==> src/rtl/vin_frame_packer_pkg.sv <==
// rtl/vin_frame_packer_pkg.sv - shared video constants and state type
// Pixel-pair geometry and FSM state shared by the frame packer and its pair packer.
package vin_frame_packer_pkg;

  localparam int PIX_PER_CLK    = 2;
  localparam int PAIRS_PER_WORD = 4;
  localparam int WORD_W         = 64;
  localparam int PAIR_W         = 8 * PIX_PER_CLK;

  typedef enum logic {
    SYNC_WAIT = 1'b0,
    FRAME     = 1'b1
  } state_e;

endpackage

==> src/rtl/vin_pair_packer.sv <==
// rtl/vin_pair_packer.sv - packs pixel pairs into 64-bit words
// Full words leave one edge after completion; a short line is flushed when de falls.
module vin_pair_packer
  import vin_frame_packer_pkg::*;
(
  input  logic              clk,
  input  logic              rst,
  input  logic              de,
  input  logic [PAIR_W-1:0] pixel,
  input  logic              clear,
  output logic [WORD_W-1:0] word,
  output logic              valid,
  output logic              eol
);

  logic [1:0]        cnt_q, cnt_d;
  logic [WORD_W-1:0] shreg_q, shreg_d;
  logic              pending_q, pending_d;
  logic              de_prev_q, de_prev_d;
  logic [WORD_W-1:0] word_q, word_d;
  logic              valid_q, valid_d;
  logic              eol_q, eol_d;

  always_ff @(posedge clk or posedge rst) begin
    if (rst) begin
      cnt_q     <= '0;
      shreg_q   <= '0;
      pending_q <= 1'b0;
      de_prev_q <= 1'b0;
      word_q    <= '0;
      valid_q   <= 1'b0;
      eol_q     <= 1'b0;
    end else begin
      cnt_q     <= cnt_d;
      shreg_q   <= shreg_d;
      pending_q <= pending_d;
      de_prev_q <= de_prev_d;
      word_q    <= word_d;
      valid_q   <= valid_d;
      eol_q     <= eol_d;
    end
  end

  always_comb begin
    cnt_d     = cnt_q;
    shreg_d   = shreg_q;
    pending_d = pending_q;
    de_prev_d = de;
    word_d    = '0;
    valid_d   = 1'b0;
    eol_d     = 1'b0;
    if (clear) begin
      cnt_d     = '0;
      shreg_d   = '0;
      pending_d = 1'b0;
    end else begin
      if (pending_q) begin
        valid_d   = 1'b1;
        eol_d     = !de;
        word_d    = shreg_q;
        pending_d = 1'b0;
      end else if (!de && de_prev_q && cnt_q != 2'd0) begin
        valid_d = 1'b1;
        eol_d   = 1'b1;
        word_d  = shreg_q;
        cnt_d   = '0;
      end
      if (de) begin
        // Slot 0 starts a fresh word so a later flush carries zeros in unused slots.
        if (cnt_q == 2'd0) shreg_d = {{(WORD_W-PAIR_W){1'b0}}, pixel};
        else               shreg_d[{cnt_q, 4'b0000} +: PAIR_W] = pixel;
        if (cnt_q == 2'(PAIRS_PER_WORD-1)) begin
          pending_d = 1'b1;
          cnt_d     = '0;
        end else begin
          cnt_d = cnt_q + 2'd1;
        end
      end
    end
  end

  assign word  = word_q;
  assign valid = valid_q;
  assign eol   = eol_q;

endmodule

==> src/rtl/vin_frame_packer.sv <==
// rtl/vin_frame_packer.sv - video input frame packer top level
// Vsync-framed FSM, line/width measurement, SOF tagging and per-frame overflow report.
module vin_frame_packer
  import vin_frame_packer_pkg::*;
#(
  parameter int HCNT_W = 11,
  parameter int VCNT_W = 12
) (
  input  logic              clk,
  input  logic              rst,
  input  logic              v_vsync,
  input  logic              v_de,
  input  logic [15:0]       v_pixel,
  input  logic              fifo_full,
  output logic              fifo_wr,
  output logic [63:0]       fifo_data,
  output logic              fifo_sof,
  output logic              fifo_eol,
  output logic              frame_done,
  output logic [HCNT_W:0]   h_active,
  output logic [VCNT_W-1:0] v_active,
  output logic              frame_ovf
);

  state_e              state_q, state_d;
  logic                vsync_prev_q;
  logic                abort_q, abort_d;
  logic                line_active_q, line_active_d;
  logic [HCNT_W-1:0]   hpair_q, hpair_d;
  logic [HCNT_W-1:0]   width_q, width_d;
  logic [VCNT_W-1:0]   vcnt_q, vcnt_d;
  logic                ovf_q, ovf_d;
  logic                sof_armed_q, sof_armed_d;
  logic                frame_done_q, frame_done_d;
  logic [HCNT_W:0]     h_active_q, h_active_d;
  logic [VCNT_W-1:0]   v_active_q, v_active_d;
  logic                frame_ovf_q, frame_ovf_d;

  logic vsync_rise, in_frame, pk_de, ovf_now;

  assign vsync_rise = v_vsync && !vsync_prev_q;
  assign in_frame   = (state_q == FRAME);
  // A line cut by vsync stays blocked until de drops, so none of its pairs are packed.
  assign pk_de      = v_de && in_frame && !abort_q && !vsync_rise;
  assign ovf_now    = ovf_q || (fifo_wr && fifo_full);

  vin_pair_packer u_pair_packer (
    .clk   (clk),
    .rst   (rst),
    .de    (pk_de),
    .pixel (v_pixel),
    .clear (vsync_rise),
    .word  (fifo_data),
    .valid (fifo_wr),
    .eol   (fifo_eol)
  );

  always_ff @(posedge clk or posedge rst) begin
    if (rst) begin
      state_q       <= SYNC_WAIT;
      vsync_prev_q  <= 1'b0;
      abort_q       <= 1'b0;
      line_active_q <= 1'b0;
      hpair_q       <= '0;
      width_q       <= '0;
      vcnt_q        <= '0;
      ovf_q         <= 1'b0;
      sof_armed_q   <= 1'b0;
      frame_done_q  <= 1'b0;
      h_active_q    <= '0;
      v_active_q    <= '0;
      frame_ovf_q   <= 1'b0;
    end else begin
      state_q       <= state_d;
      vsync_prev_q  <= v_vsync;
      abort_q       <= abort_d;
      line_active_q <= line_active_d;
      hpair_q       <= hpair_d;
      width_q       <= width_d;
      vcnt_q        <= vcnt_d;
      ovf_q         <= ovf_d;
      sof_armed_q   <= sof_armed_d;
      frame_done_q  <= frame_done_d;
      h_active_q    <= h_active_d;
      v_active_q    <= v_active_d;
      frame_ovf_q   <= frame_ovf_d;
    end
  end

  always_comb begin
    state_d       = state_q;
    abort_d       = abort_q;
    line_active_d = line_active_q;
    hpair_d       = hpair_q;
    width_d       = width_q;
    vcnt_d        = vcnt_q;
    ovf_d         = ovf_now;
    sof_armed_d   = sof_armed_q && !fifo_wr;
    frame_done_d  = 1'b0;
    h_active_d    = h_active_q;
    v_active_d    = v_active_q;
    frame_ovf_d   = frame_ovf_q;
    if (vsync_rise) begin
      if (in_frame) begin
        frame_done_d = 1'b1;
        h_active_d   = {width_q, 1'b0};
        v_active_d   = vcnt_q;
        frame_ovf_d  = ovf_now;
      end
      state_d       = FRAME;
      sof_armed_d   = 1'b1;
      abort_d       = v_de;
      line_active_d = 1'b0;
      hpair_d       = '0;
      width_d       = '0;
      vcnt_d        = '0;
      ovf_d         = 1'b0;
    end else if (in_frame) begin
      if (v_de) begin
        if (!abort_q) begin
          line_active_d = 1'b1;
          if (hpair_q != '1) hpair_d = hpair_q + 1'b1;
        end
      end else begin
        abort_d = 1'b0;
        if (line_active_q) begin
          line_active_d = 1'b0;
          hpair_d       = '0;
          width_d       = hpair_q;
          if (vcnt_q != '1) vcnt_d = vcnt_q + 1'b1;
        end
      end
    end
  end

  assign fifo_sof   = fifo_wr && sof_armed_q;
  assign frame_done = frame_done_q;
  assign h_active   = h_active_q;
  assign v_active   = v_active_q;
  assign frame_ovf  = frame_ovf_q;

endmodule

==> config.mk <==
export PLATFORM = sky130hd
export DESIGN_NAME = vin_frame_packer
export DESIGN_NICKNAME = d
export VERILOG_FILES = /design/src/rtl/vin_frame_packer_pkg.sv /design/src/rtl/vin_pair_packer.sv /design/src/rtl/vin_frame_packer.sv
export SDC_FILE = /design/constraint.sdc
export NUM_CORES = 1
export LEC_CHECK = 0
export CAP_MARGIN = 0
export CORE_MARGIN = 5
export CORE_UTILIZATION = 40
export CTS_BUF_LIST = sky130_fd_sc_hd__clkbuf_16
export DETAILED_ROUTE_END_ITERATION = 7
export PLACE_DENSITY_LB_ADDON = 0.05
export REMOVE_ABC_BUFFERS = 1
export SETUP_SLACK_MARGIN = 0.15
export SLEW_MARGIN = 15
export SYNTH_ARGS = -nofsm -noshare
export SYNTH_HDL_FRONTEND = slang
export SYNTH_SLANG_ARGS = --single-unit
==> constraint.sdc <==
create_clock -name clk -period 8.3 [get_ports clk]
set_input_delay 1.66 -clock clk [delete_from_list [all_inputs] [get_ports clk]]
set_output_delay 1.66 -clock clk [all_outputs]
set_load 0.02 [all_outputs]
==> reports/qor.csv <==
metric;value;unit
worst vdd ir;0.158;mV
Adder-Cell Fraction of Synth Area;0.0115;
Inserted Clock Buffers;17;
via density per instance;5.08;
FP Rows;50;
Synth area leader;dfrtp_1;
Routed Antenna Nets;0;
GRT Util Overall;0.154;
PwrDens;216;nW/um^2
R2R cell count;6;
combinational family with the most area after synthesis;simple AND/OR/NAND/NOR gates;
TritonCTS clock tree;done;
CP startpoint;v_vsync;
top-area cell type share of the netlist area;0.655;
Avg Cell Area, Syn;12.2;um^2
CP max stage cell;nand2b_1;
top_reg_cell synth;dfrtp_1;
RSZ-0062 raised after global routing;no;
FF-to-FF Start;u_pair_packer.cnt_q[0]$_DFFE_PP0P_;
Worst-Margin Slew;1060;ps
Clk pin slew, worst setup/hold paths;70;ps
CORE AREA;18700;um^2
FF-to-FF End;u_pair_packer.shreg_q[49]$_DFFE_PP0P_;
DP Area;8910;um^2
wirelength, routed;16200;um
arrival time worst endpoint;3900;ps
CTS Root Cell;clkbuf_16;
DR DRC count;0;
Die Footprint;21900;um^2
R2R setup slack;5990;ps
post-synthesis xor/xnor area fraction;0.00576;
clk sink count;199;
CTS Hold Buffers Added;0;
H-Tree Depth;4;
post-synthesis compound-gate area fraction;0.118;
crit path capture type;flip-flop;
initial antenna violation count;0;
ys async rst share;1.00;
CP Max Fanout;22;
Clock Tree Buf Depth;2;
I/O Buffers;112;
largest net degree at the start of global routing;137;
Simple-Gate Fraction of Synth Area;0.147;
Syn Inst Count;625;
Crit Path Category;input port to flip-flop;
FMAX;0.281;GHz
number of flops mapped to enable cells by yosys;0;
post-CTS sizing;0;
minimum clock period;3560;ps
sequential share of the synthesized area;0.655;
n_diodes;0;
TritonRoute pass-1 iters;4;
top cells by area, synth;dfrtp_1, and2_1, a22o_1;
Final Hold Fails;0;
Via Count;4933;
max-slew violations;0;
setup TNS;0;ps
Clock Skews;12.0;ps
CP cell instances;clkdlybuf4s50_1, nand2b_1, nand3b_1, nor3_4, nand2_1, o21ai_0;
Worst Path Required;8630;ps
max incr delay on CP;660;ps
post-CTS setup buffers;0;
max cap viols;0;
synthesized cell area;7600;um^2
slew margin rel.;0.291;
vias in the first global route;5040;
post-synthesis mux area share;0.0356;
end-of-flow core utilization;0.507;
final-layout fill cell count;1638;
initial core utilization;0.406;
Leak;4.38;nW
design area;9480;um^2
period utilization;0.429;
Skew-Pair Late Insertion Delay;430;ps
Die X;148;um
first-pass GRT wire length;27000;um
Hold Path Class;flip-flop to flip-flop;
endpoints failing setup;0;
Ports;114;
Synthesis Warnings;0;
status;finished clean;
initial detailed-routing violation count;222;
count of cell types in the netlist;47;
termination of the worst setup path;u_pair_packer.shreg_q[57]$_DFFE_PP0P_;
share of layout cells above drive strength 1;0.102;
wire per inst;16.7;um
number of synthesized register bits;199;
routability cong.;0.788;
total grt overflow;0;
P&R area growth vs syn;24.8;%
DPL Wire Length;10200;um
nets@finish;754;
CP startpoint kind;input port;
Die Ht;148;um
==> through the flow <==
step	instances	setup WS (ps)	hold slack, ps	total power [mW]
after floorplan	590	1210	435	1.20
after global placement	940	4370	453	1.30
after detailed placement	940	4260	465	1.30
after CTS	971	4700	479	2.07
after global routing	972	4550	492	2.14
final	972	4740	477	2.05
==> where the power goes <==
| group | total (mW) | switching (mW) | internal, mW | leakage (nW) |
|---|---|---|---|---|
| registers | 1.05 | 0.0335 | 1.02 | 2.74 |
| clock network | 0.768 | 0.378 | 0.390 | 0.255 |
| logic | 0.229 | 0.142 | 0.0866 | 1.39 |
==> layout make-up <==
| cell class | count | area, um^2 | area share |
|---|---|---|---|
| inverter | 9 | 41.3 | 0.00435 |
| sequential | 199 | 4980 | 0.525 |
| timing repair buffer | 117 | 1180 | 0.124 |
| tap | 234 | 293 | 0.0309 |
| clock inverter | 14 | 119 | 0.0125 |
| clock buffer | 17 | 425 | 0.0449 |
| multi-input combinational | 382 | 2450 | 0.258 |
==> logic make-up after synthesis <==
family                   count (synthesis)
AO/OA/AOI/OAI                          127
XOR/XNOR                                 5
adder cells (fa/ha/maj)                  7
buffers and inverters                   44
flip-flops                             199
multiplexers                            24
other                                    1
AND/OR/NAND/NOR                        218
==> flip-flops by register name (all words and copies together), names as in the netlist, 2 cells and up <==
signal / cells
hpair_q: 11
width_q: 11
u_pair_packer.cnt_q: 2
h_active: 11
u_pair_packer.shreg_q: 64
v_active: 12
u_pair_packer.word: 64
vcnt_q: 12
==> worst min-delay path by stage <==
stage,cells after the start,slack [ps],start,to
floorplan,2,430,width_q[10]$_DFFE_PP0P_,width_q[10]$_DFFE_PP0P_
global placement,2,450,u_pair_packer.shreg_q[58]$_DFFE_PP0P_,u_pair_packer.shreg_q[58]$_DFFE_PP0P_
detailed placement,1,470,u_pair_packer.shreg_q[31]$_DFFE_PP0P_,u_pair_packer.word[31]$_DFF_PP0_
CTS,1,480,u_pair_packer.shreg_q[56]$_DFFE_PP0P_,u_pair_packer.word[56]$_DFF_PP0_
global route,1,490,u_pair_packer.shreg_q[56]$_DFFE_PP0P_,u_pair_packer.word[56]$_DFF_PP0_
finish,1,480,u_pair_packer.shreg_q[56]$_DFFE_PP0P_,u_pair_packer.word[56]$_DFF_PP0_
==> per-layer routing <==
metal	share of wire	wire (um)	global-route usage	up-vias
li1	-	-	-	2354
met1	0.45	7370	0.202	2470
met2	0.50	8070	0.257	95
met3	0.035	573	0.0310	14
met4	0.014	232	0.0517	0
met5	0	0	0	-
==> Yosys cell counts (8+ instances only) <==
cell type,n
nand2_1,72
o31ai_1,8
a21oi_1,12
buf_2,13
and3_1,8
a22o_1,49
mux2_2,23
nand3_1,10
and2_1,69
nor2_1,29
o21ai_0,39
inv_1,8
clkbuf_1,15
dfrtp_1,199
==> critical path, delay by kind of cell <==
kind / cells / cell delay, ps
simple gates: 4 / 1610
compound gates: 1 / 180
buf+inv: 1 / 450
==> cells in the final DEF (no fill, tap or decap), drive strengths merged, types with 2 or more instances in the layout <==
cell / synthesis / routed
nand2: 73 / 73
nand2b: 4 / 4
o2111ai: 3 / 3
clkbuf: 15 / 17
o211ai: 3 / 3
a22o: 49 / 49
clkdlybuf4s50: 0 / 112
or4: 2 / 2
o31ai: 8 / 8
o41ai: 2 / 2
buf: 20 / 5
xor2: 5 / 5
a31oi: 3 / 3
or3: 2 / 2
mux2: 24 / 24
nand3: 10 / 10
nand4: 4 / 4
a22oi: 2 / 2
a21oi: 12 / 12
clkinv: 0 / 4
and4: 2 / 2
nand3b: 2 / 2
inv: 9 / 15
nor2: 30 / 30
o21ai: 40 / 40
nor3: 8 / 8
and2: 69 / 69
clkinvlp: 0 / 4
and3: 8 / 8
ha: 7 / 7
a21o: 2 / 2
dfrtp: 199 / 199
Power figures use the tool's default switching activity.
